**config.mk**
```make
export PLATFORM = sky130hd
export DESIGN_NAME = contador_mod_6
export DESIGN_NICKNAME = d
export VERILOG_FILES = /design/src/rtl/contador_mod_6_pkg.sv /design/src/rtl/contador_mod_6.sv
export SDC_FILE = /design/constraint.sdc
export NUM_CORES = 1
export LEC_CHECK = 0
export ABC_AREA = 1
export CORE_AREA = 5 5 42 44
export CTS_BUF_LIST = sky130_fd_sc_hd__clkbuf_4
export DETAILED_ROUTE_END_ITERATION = 10
export DIE_AREA = 0 0 47 49
export SYNTH_ARGS = -nofsm -noshare
export SYNTH_HDL_FRONTEND = slang
export SYNTH_SLANG_ARGS = --single-unit
```
**constraint.sdc**
```tcl
create_clock -name clk -period 1.3 [get_ports clk]
set_clock_uncertainty 0.2 [all_clocks]
set_input_delay 0.195 -clock clk [delete_from_list [all_inputs] [get_ports clk]]
set_output_delay 0.195 -clock clk [all_outputs]
set_load 0.05 [all_outputs]
```
**src/rtl/contador_mod_6_pkg.sv**
```systemverilog
// Shared timer definitions for the mm:ss digit counters.
// This file holds the BCD digit type, the limits for the tens digit, and the load clamp helper.
package contador_mod_6_pkg;

    typedef logic [3:0] bcd_t;

    localparam bcd_t        TENS_MAX = 4'd5;
    localparam int unsigned TENS_MOD = 6;

    // Clamp a parallel-load value so the digit never leaves 0..max.
    function automatic bcd_t bcd_sat_load(input bcd_t d, input bcd_t max);
        return (d > max) ? max : d;
    endfunction

endpackage

```
**src/rtl/contador_mod_6.sv**
```systemverilog
// Tens-of-seconds digit of the mm:ss timer. It is a loadable, enable-gated modulo-6 down-counter.
// tc is the borrow pulse for the minutes stage. zero feeds the all-zero detect.
module contador_mod_6
    import contador_mod_6_pkg::*;
#(
    parameter int unsigned WIDTH   = $bits(bcd_t),
    parameter int unsigned MODULUS = TENS_MOD
) (
    input  logic             clk,
    input  logic             clear,
    input  logic [WIDTH-1:0] data,
    input  logic             loadn,
    input  logic             en,
    output logic [WIDTH-1:0] tens,
    output logic             tc,
    output logic             zero
);

    localparam logic [WIDTH-1:0] MAXV = WIDTH'(MODULUS - 1);

    logic [WIDTH-1:0] load_val;

    assign load_val = (data > MAXV) ? MAXV : data;

    // Priority is clear, then load, then count. A load cycle never decrements.
    always_ff @(posedge clk) begin
        if (clear) begin
            tens <= '0;
        end else if (!loadn) begin
            tens <= load_val;
        end else if (en) begin
            tens <= (tens == '0) ? MAXV : tens - 1'b1;
        end
    end

    assign zero = (tens == '0);
    assign tc   = en & zero;

endmodule

```
==> metrics.log, run 1 <==
[metrics] via count: 363
[metrics] class of the worst hold path: reg -> reg
[metrics] core region area: 0.00140 mm²
[metrics] TritonCTS clock tree: built
[metrics] Net Count, Synth: 51
[metrics] all-layer global routing usage: 7.67%
[metrics] most repeated cell in the gate-level netlist after synthesis: sky130_fd_sc_hd__nand2_1
[metrics] count of nets after finishing: 78
[metrics] initial antenna violation count: 0
[metrics] most used flip-flop cell after synthesis: sky130_fd_sc_hd__dfxtp_1
[metrics] share of layout cells above drive strength 1: a little over half
[metrics] worst r2r path cells: 6
[metrics] Critical Path Slowest Stage Cell: sky130_fd_sc_hd__dfxtp_2
[metrics] static leakage: 0.294 nW
[metrics] type of element capturing the critical path: output port
[metrics] fin cells: between 80 and 90
[metrics] number of buffers inserted by port buffering: 13
[metrics] register bit total from synthesis: 4
[metrics] met2 capacity usage during global routing: 11.8%
[metrics] buffers from clock root to sink, at most: 2
[metrics] DRC Markers: 0
[metrics] Crit Reg-Reg Startpoint: tens[1]
[metrics] post-route worst setup slack: -158 ps
[metrics] top flop regs: tens: 4 flops
[metrics] number of H-tree levels: 1
[metrics] Mapped Area: 264 µm²
[metrics] global placer's final weighted congestion: 0.726
[metrics] pin count of the biggest net entering global routing: 6
[metrics] HP Start: tens[3]
[metrics] final hold slack: about 320 ps
[metrics] ANT nets after route: 0
[metrics] detailed-routing iteration count for the pre-antenna-repair pass: 2
[metrics] final setup violating endpoints: 2
[metrics] terminus of the critical flop-to-flop path: tens[1]
[metrics] most area-consuming cells after synthesis: sky130_fd_sc_hd__dfxtp_1, sky130_fd_sc_hd__nand2_1, sky130_fd_sc_hd__a21oi_1, sky130_fd_sc_hd__inv_1, sky130_fd_sc_hd__nor2_1
[metrics] type of the worst setup path: reg -> out
[metrics] Switching Share: 33.2%
[metrics] final global-route overflow total: 0
[metrics] total of warnings raised by yosys: 0
[metrics] worst rel slew slack: between 90% and 100%
[metrics] status: finished, violations left
[metrics] vertical die dimension: 49 µm
[metrics] post-DR vias/cell: 4.27
[metrics] cell types with the highest counts after synthesis: sky130_fd_sc_hd__nand2_1, sky130_fd_sc_hd__inv_1, sky130_fd_sc_hd__nor2_1
[metrics] combined buffer and inverter count along the critical path: 1
[metrics] share of total power in combinational logic: 44.0%
[metrics] TritonCTS Buffers: 3
[metrics] fraction of synthesis flops using an asynchronous set or reset pin: 0%
[metrics] number of placement rows: 14
[metrics] number of cells after detailed placement: between 70 and 80
[metrics] hold-critical path endpoint: tens[3]
[metrics] Seq/Total Area, Yosys: 30.3%
[metrics] Critical Path RT: around 900 ps
[metrics] worst vdd ir: ~0.4 mV
[metrics] clock sink count: 4
[metrics] die area: 0.00230 mm²
[metrics] count of cell types in the netlist: 12
[metrics] DRT iter0 DRCs: 1
[metrics] number of standard cells after synthesis: 43
[metrics] setup repair after global routing missed its margin: yes
[metrics] type of origin of the critical path: flop
[metrics] most frequent CP cell: sky130_fd_sc_hd__nor2_4
[metrics] Total Routed Length: between 700 and 800 µm
[metrics] portion of synthesized cell area occupied by the leading cell type: 30.3%
[metrics] crit-path leading delay family: simple AND/OR/NAND/NOR gates
[metrics] global-route track usage on met1: 8.53%
[metrics] top fanout value on the critical path: 4
[metrics] failing checks: setup timing
[metrics] Switch Pwr: slightly below 200 µW
[metrics] share of the clock period used by the worst path after layout: 112%
[metrics] number of max-slew violations in the final report: 0
[metrics] number of global-route vias before repair: 330
[metrics] Inserted Diodes: 0
[metrics] Avg Inst Size Synth: around 6.1 µm²
[metrics] number of top-level design ports: 14
[metrics] most area-hungry cell type in the Yosys netlist: sky130_fd_sc_hd__dfxtp_1
[metrics] maximum achievable frequency: 686 MHz
[metrics] Worst Hold Path Cells: 2
[metrics] Worst Tran Pin Value: roughly 120 ps
[metrics] total power divided by cell area: 966 mW/mm²
[metrics] clock transition at the register clock pins on the worst setup and hold paths after CTS: 30 ps
[metrics] Clk pwr share: 32.5%
[metrics] final number of hold-violating endpoints: 0
[metrics] number of flip-flops under the largest register name: 4
[metrics] first-pass GRT wire length: 1270 µm
[metrics] minimum setup slack among reg-to-reg paths: 180 ps
[metrics] worst path arrival time: 1060 ps
[metrics] starting density of the core: between 10% and 20%
[metrics] met3 track demand over resource: 2.21%
[metrics] DIE WIDTH: 47 µm
[metrics] Seq pwr share: a little under a quarter
[metrics] most heavily used metal layer in global routing: met2
[metrics] register with the highest flop count: tens
[metrics] delay of the slowest critical-path stage: between 300 and 400 ps
[metrics] cell chain of the critical path: nor2_4, nand3_2, nor2_4, buf_12
[metrics] post-detailed-route wirelength per cell: slightly above 9 µm
[metrics] Synth-to-Final Area Change: 132%
[metrics] internal power of the cells: 396 µW
[metrics] shortest clock period the worst path allows after layout: roughly 1500 ps
[metrics] number of synthesized flops with an enable pin: 0
[metrics] latest clock arrival within the worst-skew pair: 240 ps
[metrics] Max Cap Viol: 0
[metrics] root buffer cell: sky130_fd_sc_hd__clkbuf_4
[metrics] HPWL after detailed placement: 628 µm
-- layout by cell type (no fill, tap or decap), drive strengths merged --
cell type,count
nand2,13
dlygate4sd2,1
nand4,1
nor2,7
clkdlybuf4s50,6
buf,15
dfxtp,4
a21oi,6
nand3,3
inv,8
o21ai,1
clkbuf,4
-- power groups by stage --
| stage | clock [mW] | combinational, mW | sequential (mW) |
|---|---|---|---|
| after floorplan | 0 | 0.0889 | 0.172 |
| after global placement | 0 | 0.252 | 0.141 |
| after detailed placement | 0 | 0.252 | 0.141 |
| after CTS | 0.200 | 0.260 | 0.139 |
| after global routing | 0.211 | 0.276 | 0.140 |
| final | 0.192 | 0.261 | 0.139 |
-- per-layer routing --
metal  part of all wire [%]  up-vias
met5                      0        -
met4                    1.9        0
met3                    5.4        2
met2                     52        8
met1                     40      164
li1                       -      189
-- timing repair --
action                     4_1_cts  5_1_grt
buffers inserted                 2        0
gates resized for setup          8        0
setup endpoints to repair        2        3
pin swaps                        3        1
hold buffers                     0        0
-- layout make-up --
type / instances / area [µm²]
fillers: 148 / 788
repair buffers: 22 / 256
multi-input cells: 31 / 186
flip-flops and latches: 4 / 90.1
clock buffers: 4 / 30.0
inverters: 8 / 30.0
well taps: 16 / 20.0
-- logic make-up after synthesis --
| kind of cell | synth area share, % |
|---|---|
| AND/OR/NAND/NOR | 43.6 |
| flip-flops | 30.3 |
| AO/OA/AOI/OAI | 14.7 |
| buffers and inverters | 11.4 |
-- metrics by stage --
| step | TNS, ps | total power [mW] | utilization, % | cell area [µm²] | worst slack, ps |
|---|---|---|---|---|---|
| 6_report | -223 | 0.592 | 43.8 | 613 | -158 |
| 3_5_place_dp | -662 | 0.393 | 39.4 | 552 | -224 |
| 3_3_place_gp | -686 | 0.393 | 39.4 | 552 | -237 |
| 2_1_floorplan | -84.7 | 0.261 | - | 289 | -84.7 |
| 4_1_cts | -205 | 0.599 | 43.8 | 613 | -139 |
| 5_1_grt | -311 | 0.626 | 43.8 | 613 | -188 |
-- worst reg2reg max path, stage by stage, from the launching register on --
cell and delay (ps):
sky130_fd_sc_hd__dfxtp_2 360, sky130_fd_sc_hd__nor2_4 50, sky130_fd_sc_hd__buf_4 130, sky130_fd_sc_hd__nand2_1 60, sky130_fd_sc_hd__nand2_1 50, sky130_fd_sc_hd__a21oi_1 110, sky130_fd_sc_hd__nor2_1 50
-- worst max path at each step --
| stage | startpoint | endpoint | cells past startpoint |
|---|---|---|---|
| after floorplan | tens[1] | tc | 3 |
| after CTS | tens[1] | tc | 4 |
| final | tens[1] | tc | 4 |
| after detailed placement | en | tc | 4 |
| after global placement | en | tc | 4 |
| after global routing | tens[1] | tc | 4 |
(Power assumes the default switching activity.)
==> run 2: changes to the inputs <==
--- a/config.mk
+++ b/config.mk
@@ -6,10 +6,14 @@
 export NUM_CORES = 1
 export LEC_CHECK = 0
 export ABC_AREA = 1
-export CORE_AREA = 5 5 42 44
+export CELL_PAD_IN_SITES_DETAIL_PLACEMENT = 1
+export CELL_PAD_IN_SITES_GLOBAL_PLACEMENT = 1
+export CORE_AREA = 3 3 40 42
 export CTS_BUF_LIST = sky130_fd_sc_hd__clkbuf_4
 export DETAILED_ROUTE_END_ITERATION = 10
-export DIE_AREA = 0 0 47 49
+export DIE_AREA = 0 0 43 45
+export PLACE_DENSITY_LB_ADDON = 0.1
+export SLEW_MARGIN = 5
 export SYNTH_ARGS = -nofsm -noshare
 export SYNTH_HDL_FRONTEND = slang
 export SYNTH_SLANG_ARGS = --single-unit
==> run 2 against run 1 <==
- worst setup slack barely moved
- critical path type unchanged
- non-clock buffer count unchanged
- first-iteration DRC count grew to 4.0 times the previous value
- the flow still finishes with violations (setup timing)
==> metrics.log, run 2 (synthesis results as in run 1) <==
[metrics] hold-critical path endpoint: tens[0]
[metrics] core region area: 0.00128 mm² (-8.3%)
[metrics] worst vdd ir: 0.557 mV (+36%)
[metrics] first-pass GRT wire length: 1520 µm (+20%)
[metrics] number of max-slew violations in the final report: 0 (unchanged)
[metrics] Area after DPL: 543 µm² (-1.6%)
[metrics] minimum setup slack among reg-to-reg paths: 30 ps (-150 ps)
[metrics] Total Routed Length: 912 µm (+15%)
[metrics] Worst Hold Path Cells: 4 (+2)
[metrics] final number of hold-violating endpoints: 0 (unchanged)
[metrics] class of the worst hold path: in -> reg
[metrics] register with the highest flop count: tens
[metrics] starting density of the core: 20.5% (+1.7 points)
[metrics] global placer's final weighted congestion: 0.699 (-3.7%)
[metrics] DIE WIDTH: 43 µm (-8.5%)
[metrics] share of layout cells above drive strength 1: 53.6% (+1.4 points)
[metrics] share of the clock period used by the worst path after layout: 112% (about the same)
[metrics] hold bufs inserted after CTS: 0 (unchanged)
[metrics] top fanout value on the critical path: 4 (unchanged)
[metrics] Worst Tran Pin Value: 245 ps (+121 ps)
[metrics] number of placement rows: 13 (-1)
[metrics] TritonCTS Buffers: 3 (unchanged)
[metrics] DRT iter0 DRCs: 4 (+3)
[metrics] commonest cells after routing, fill and taps aside: sky130_fd_sc_hd__nand2_1, sky130_fd_sc_hd__buf_4, sky130_fd_sc_hd__buf_12
[metrics] HPWL after detailed placement: 750 µm (+19%)
[metrics] ANT nets after route: 0 (unchanged)
[metrics] number of H-tree levels: 1 (unchanged)
[metrics] clock sink count: 4 (unchanged)
[metrics] top flop regs: tens: 4 flops
[metrics] Crit Reg-Reg Startpoint: tens[0]
[metrics] minimum setup slack after placement: -370 ps (-145 ps)
[metrics] TNS Setup: -250 ps (-27.1 ps)
[metrics] final global-route overflow total: 0 (unchanged)
[metrics] final setup violating endpoints: 2 (unchanged)
[metrics] die area: 0.00194 mm² (-16%)
[metrics] static leakage: 0.296 nW (+0.79%)
[metrics] clock transition at the register clock pins on the worst setup and hold paths after CTS: 50 ps (+20 ps)
[metrics] worst r2r path cells: 7 (+1)
[metrics] count of nets after finishing: 78 (unchanged)
[metrics] TritonCTS clock tree: built
[metrics] Max Cap Viol: 0 (unchanged)
[metrics] Finished Core Util: 48.6% (+4.8 points)
[metrics] area of all placed cells without fillers: 624 µm² (+1.8%)
[metrics] latest clock arrival within the worst-skew pair: 250 ps (about the same)
[metrics] shortest clock period the worst path allows after layout: 1460 ps (+0.375 ps)
[metrics] initial antenna violation count: 0 (unchanged)
[metrics] all-layer global routing usage: 11.7% (+4.1 points)
[metrics] HP Start: en
[metrics] worst path arrival time: 1060 ps (about the same)
[metrics] status: finished, violations left
[metrics] Inserted Diodes: 0 (unchanged)
[metrics] post-DR vias/cell: 4.44 (+4.0%)
[metrics] Critical Path RT: 900 ps (about the same)
[metrics] PnR Total Power: 609 µW (+2.7%)
[metrics] type of the worst setup path: reg -> out
[metrics] buffers from clock root to sink, at most: 2 (unchanged)
[metrics] most frequent standard cell in the layout excluding fill and tap cells: sky130_fd_sc_hd__nand2_1
[metrics] pin count of the biggest net entering global routing: 6 (unchanged)
[metrics] number of global-route vias before repair: 357 (+8.2%)
[metrics] final hold slack: 292 ps (-24.9 ps)
[metrics] number of flip-flops under the largest register name: 4 (unchanged)
[metrics] number of cells after detailed placement: 77 (-2.5%)
[metrics] detailed-routing iteration count for the pre-antenna-repair pass: 4 (+2)
[metrics] DRC Markers: 0 (unchanged)
[metrics] setup repair after global routing missed its margin: yes
[metrics] failing checks: setup timing
[metrics] total power divided by cell area: 975 mW/mm² (+0.88%)
[metrics] root buffer cell: sky130_fd_sc_hd__clkbuf_4
[metrics] number of buffers inserted by port buffering: 13 (unchanged)
[metrics] post-route worst setup slack: -158 ps (-0.375 ps)
[metrics] maximum achievable frequency: 686 MHz (about the same)
[metrics] number of top-level design ports: 14 (unchanged)
[metrics] post-detailed-route wirelength per cell: 10.9 µm (+16%)
[metrics] type of element capturing the critical path: output port
[metrics] terminus of the critical flop-to-flop path: tens[1]
[metrics] via count: 373 (+2.8%)
[metrics] type of origin of the critical path: flop
[metrics] Synth-to-Final Area Change: 136%
[metrics] worst rel slew slack: 83.7% (-8.1 points)
[metrics] vertical die dimension: 45 µm (-8.2%)
[metrics] fin cells: 84 (-1.2%)
[run 2: cell counts in the layout (fill, tap and decap cells not counted)]
Identical to the previous run, type by type.
[run 2: layout make-up]
class | count | area, µm²
Sequential cell | 4 | 90.1
Timing Repair Buffer | 22 | 269
Fill cell | 157 | 661
Tap cell | 15 | 18.8
Inverter | 8 | 30.0
Clock buffer | 4 | 30.0
Multi-Input combinational cell | 31 | 186
[run 2: what timing repair did]
action,CTS,global route
cloned,0,0
pin swaps,4,1
setup endpoints to repair,3,6
buffers inserted,3,0
endpoints found under the hold margin,0,0
resized for setup,8,1
[run 2: critical path, cell delays in order, from the launching register on]
cell	delay, ps
sky130_fd_sc_hd__dfxtp_4	360
sky130_fd_sc_hd__nor2_4	90
sky130_fd_sc_hd__nand3_2	100
sky130_fd_sc_hd__nor2_4	120
sky130_fd_sc_hd__buf_12	140
[run 2: how the worst max path moves through the flow]
| stage | start | to | slack [ps] | cells past startpoint |
|---|---|---|---|---|
| after global placement | en | tc | -370 | 4 |
| after CTS | tens[0] | tc | -160 | 4 |
| after global routing | tens[1] | tc | -220 | 4 |
| after floorplan | tens[1] | tc | -80 | 3 |
| final | tens[0] | tc | -160 | 4 |
| after detailed placement | en | tc | -370 | 4 |
[run 2: report_power, final]
| group | switching [mW] | total, mW | leakage [nW] | internal [mW] |
|---|---|---|---|---|
| sequential | 0.0104 | 0.141 | 0.0350 | 0.131 |
| combinational | 0.135 | 0.267 | 0.243 | 0.132 |
| clock | 0.0640 | 0.201 | 0.0184 | 0.137 |
| total | 0.209 | 0.609 | 0.296 | 0.399 |
[run 2: per-layer routing]
layer	share of wire, %	vias up	track usage (%)
met5	0	-	0
met4	2.7	0	7.23
met3	6.7	4	5.98
met2	52	14	20.4
met1	39	167	11.0
li1	-	188	-
==> run 3: changes to the inputs <==
==> constraint.sdc (replaced) <==
create_clock -name clk -period 1.7 [get_ports clk]
set_clock_uncertainty 0.2 [all_clocks]
set_input_delay 0.255 -clock clk [delete_from_list [all_inputs] [get_ports clk]]
set_output_delay 0.255 -clock clk [all_outputs]
set_load 0.05 [all_outputs]
==> run 3 against run 2 <==
- the flow now finishes without violations
- sequential power decreased by 21%
- sequential share of layout area increased by 0.51 points
- power decreased by 33%
- largest power group unchanged
- highest routed layer is now met3
==> metrics.log, run 3 (synthesis results as in run 1) <==
[metrics] TritonCTS Buffers: 3 (unchanged)
[metrics] final global-route overflow total: 0 (unchanged)
[metrics] number of H-tree levels: 1 (unchanged)
[metrics] status: completed
[metrics] clock transition at the register clock pins on the worst setup and hold paths after CTS: 40 ps (about the same)
[metrics] static leakage: 0.257 nW (-13%)
[metrics] class of the worst hold path: reg -> reg
[metrics] Worst Hold Path Cells: 2 (-2)
[metrics] fillcell total: 157 (unchanged)
[metrics] number of max-slew violations in the final report: 0 (unchanged)
[metrics] number of top-level design ports: 14 (unchanged)
[metrics] terminus of the critical flop-to-flop path: tens[2]
[metrics] global placer's final weighted congestion: 0.692 (-0.99%)
[metrics] total power divided by cell area: 748 mW/mm² (-23%)
[metrics] type of origin of the critical path: input pin
[metrics] register with the highest flop count: tens
[metrics] HP Start: tens[3]
[metrics] number of buffers inserted by port buffering: 13 (unchanged)
[metrics] all-layer global routing usage: 9.98% (-1.7 points)
[metrics] worst r2r path cells: 6 (-1)
[metrics] Finished Core Util: 42.4% (-6.2 points)
[metrics] DRT iter0 DRCs: 2 (-2)
[metrics] worst path arrival time: 1160 ps (+100 ps)
[metrics] shortest clock period the worst path allows after layout: 1620 ps
[metrics] top flop regs: tens: 4 flops
[metrics] most frequent standard cell in the layout excluding fill and tap cells: sky130_fd_sc_hd__nand2_1
[metrics] root buffer cell: sky130_fd_sc_hd__clkbuf_4
[metrics] type of element capturing the critical path: output port
[metrics] clock sink count: 4 (unchanged)
[metrics] vertical die dimension: 45 µm (unchanged)
[metrics] starting density of the core: 20.5% (unchanged)
[metrics] minimum setup slack among reg-to-reg paths: 500 ps (+470 ps)
[metrics] number of placement rows: 13 (unchanged)
[metrics] footprint of the multi-input gates: 171 µm² (-8.1%)
[metrics] setup repair after global routing missed its margin: no
[metrics] post-detailed-route wirelength per cell: 10.1 µm (-7.4%)
[metrics] top fanout value on the critical path: 2 (-2)
[metrics] buffers from clock root to sink, at most: 2 (unchanged)
[metrics] worst rel slew slack: 82.6% (-1.1 points)
[metrics] final number of hold-violating endpoints: 0 (unchanged)
[metrics] TritonCTS clock tree: built
[metrics] hold-critical path endpoint: tens[3]
[metrics] share of layout cells above drive strength 1: 36.5% (-17 points)
[metrics] detailed-routing iteration count for the pre-antenna-repair pass: 2 (-2)
[metrics] Total Routed Length: 784 µm (-14%)
[metrics] first-pass GRT wire length: 1370 µm (-10%)
[metrics] maximum achievable frequency: 618 MHz
[metrics] commonest cells after routing, fill and taps aside: sky130_fd_sc_hd__nand2_1, sky130_fd_sc_hd__clkdlybuf4s50_1, sky130_fd_sc_hd__inv_1, sky130_fd_sc_hd__buf_12, sky130_fd_sc_hd__a21oi_1
[metrics] DIE WIDTH: 43 µm (unchanged)
[metrics] TNS Setup: 0 ps (+250 ps)
[metrics] register area: 81.3 µm² (-9.7%)
[metrics] number of flip-flops under the largest register name: 4 (unchanged)
[metrics] post-DR vias/cell: 4.36 (-1.8%)
[metrics] Crit Reg-Reg Startpoint: tens[1]
[metrics] final setup violating endpoints: 0 (-2)
[metrics] Synth-to-Final Area Change: 106%
[metrics] type of the worst setup path: in -> out
[metrics] DRC Markers: 0 (unchanged)
[metrics] Max Cap Viol: 0 (unchanged)
[metrics] HPWL after detailed placement: 693 µm (-7.6%)
[metrics] Worst Tran Pin Value: 261 ps (+16.1 ps)
[metrics] share of the clock period used by the worst path after layout: 95.1%
[metrics] pin count of the biggest net entering global routing: 6 (unchanged)
[metrics] number of global-route vias before repair: 348 (-2.5%)
[metrics] worst vdd ir: 0.460 mV (-17%)
[metrics] Critical Path RT: 1240 ps (+340 ps)
[metrics] via count: 340 (-8.8%)
[metrics] Inserted Diodes: 0 (unchanged)
[metrics] ANT nets after route: 0 (unchanged)
[metrics] core region area: 0.00128 mm² (unchanged)
[metrics] count of nets after finishing: 73 (-6.4%)
[metrics] latest clock arrival within the worst-skew pair: 230 ps (-20 ps)
[metrics] die area: 0.00194 mm² (unchanged)
[metrics] initial antenna violation count: 0 (unchanged)
[metrics] hold bufs inserted after CTS: 0 (unchanged)
## run 3: cell types whose count changed in the layout (fill, tap and decap cells not counted), sizes merged
cell and change:
buf -5, clkbuf -1, dlygate4sd2 -1, clkdlybuf4s50 +1
## run 3: metal layers
layer	track usage, %	share of wire (%)	up-vias
li1	-	-	173
met1	9.11	36	154
met2	18.3	54	13
met3	7.17	9.6	0
met4	1.81	0	0
met5	0	0	-
## run 3: cell type report
class,count,share of cell area [%]
repair buffers,17,40.5
multi-input cells,31,31.5
flip-flops and latches,4,14.9
inverters,8,5.52
clock buffers,3,4.14
well taps,15,3.45
## run 3: power breakdown
part           switching, mW  internal, mW  total, mW
clock                 0.0382        0.0789      0.117
sequential           0.00965         0.101      0.111
combinational         0.0920        0.0872      0.179
## run 3: how the worst max path moves through the flow
stage                 start  end  slack, ps  depth (start not counted)
CTS                 tens[1]   tc         40                          4
detailed placement       en   tc         60                          4
global placement         en   tc         80                          4
global route             en   tc          9                          4
floorplan           tens[0]   tc        -30                          3
finish                   en   tc         80                          4
## run 3: metrics by stage
stage / total power, mW / hold slack (ps) / area [µm²] / setup WS, ps / instances
floorplan: 0.192 / 117 / 269 / -32.3 / 43
CTS: 0.405 / 347 / 526 / 38.4 / 77
global placement: 0.283 / 338 / 500 / 81.1 / 74
detailed placement: 0.284 / 342 / 500 / 62.8 / 74
global route: 0.442 / 388 / 544 / 8.97 / 78
finish: 0.407 / 361 / 544 / 82.9 / 78
## run 3: critical path: stages
cell                              delay, ps
sky130_fd_sc_hd__clkdlybuf4s50_1        510
sky130_fd_sc_hd__nand3_2                120
sky130_fd_sc_hd__nor2_4                 140
sky130_fd_sc_hd__buf_12                 140
## run 3: repair_timing
action	CTS	global route
endpoints found under the setup margin	1	1
gates resized for setup	1	3
setup buffers	0	1
pin swaps	0	2
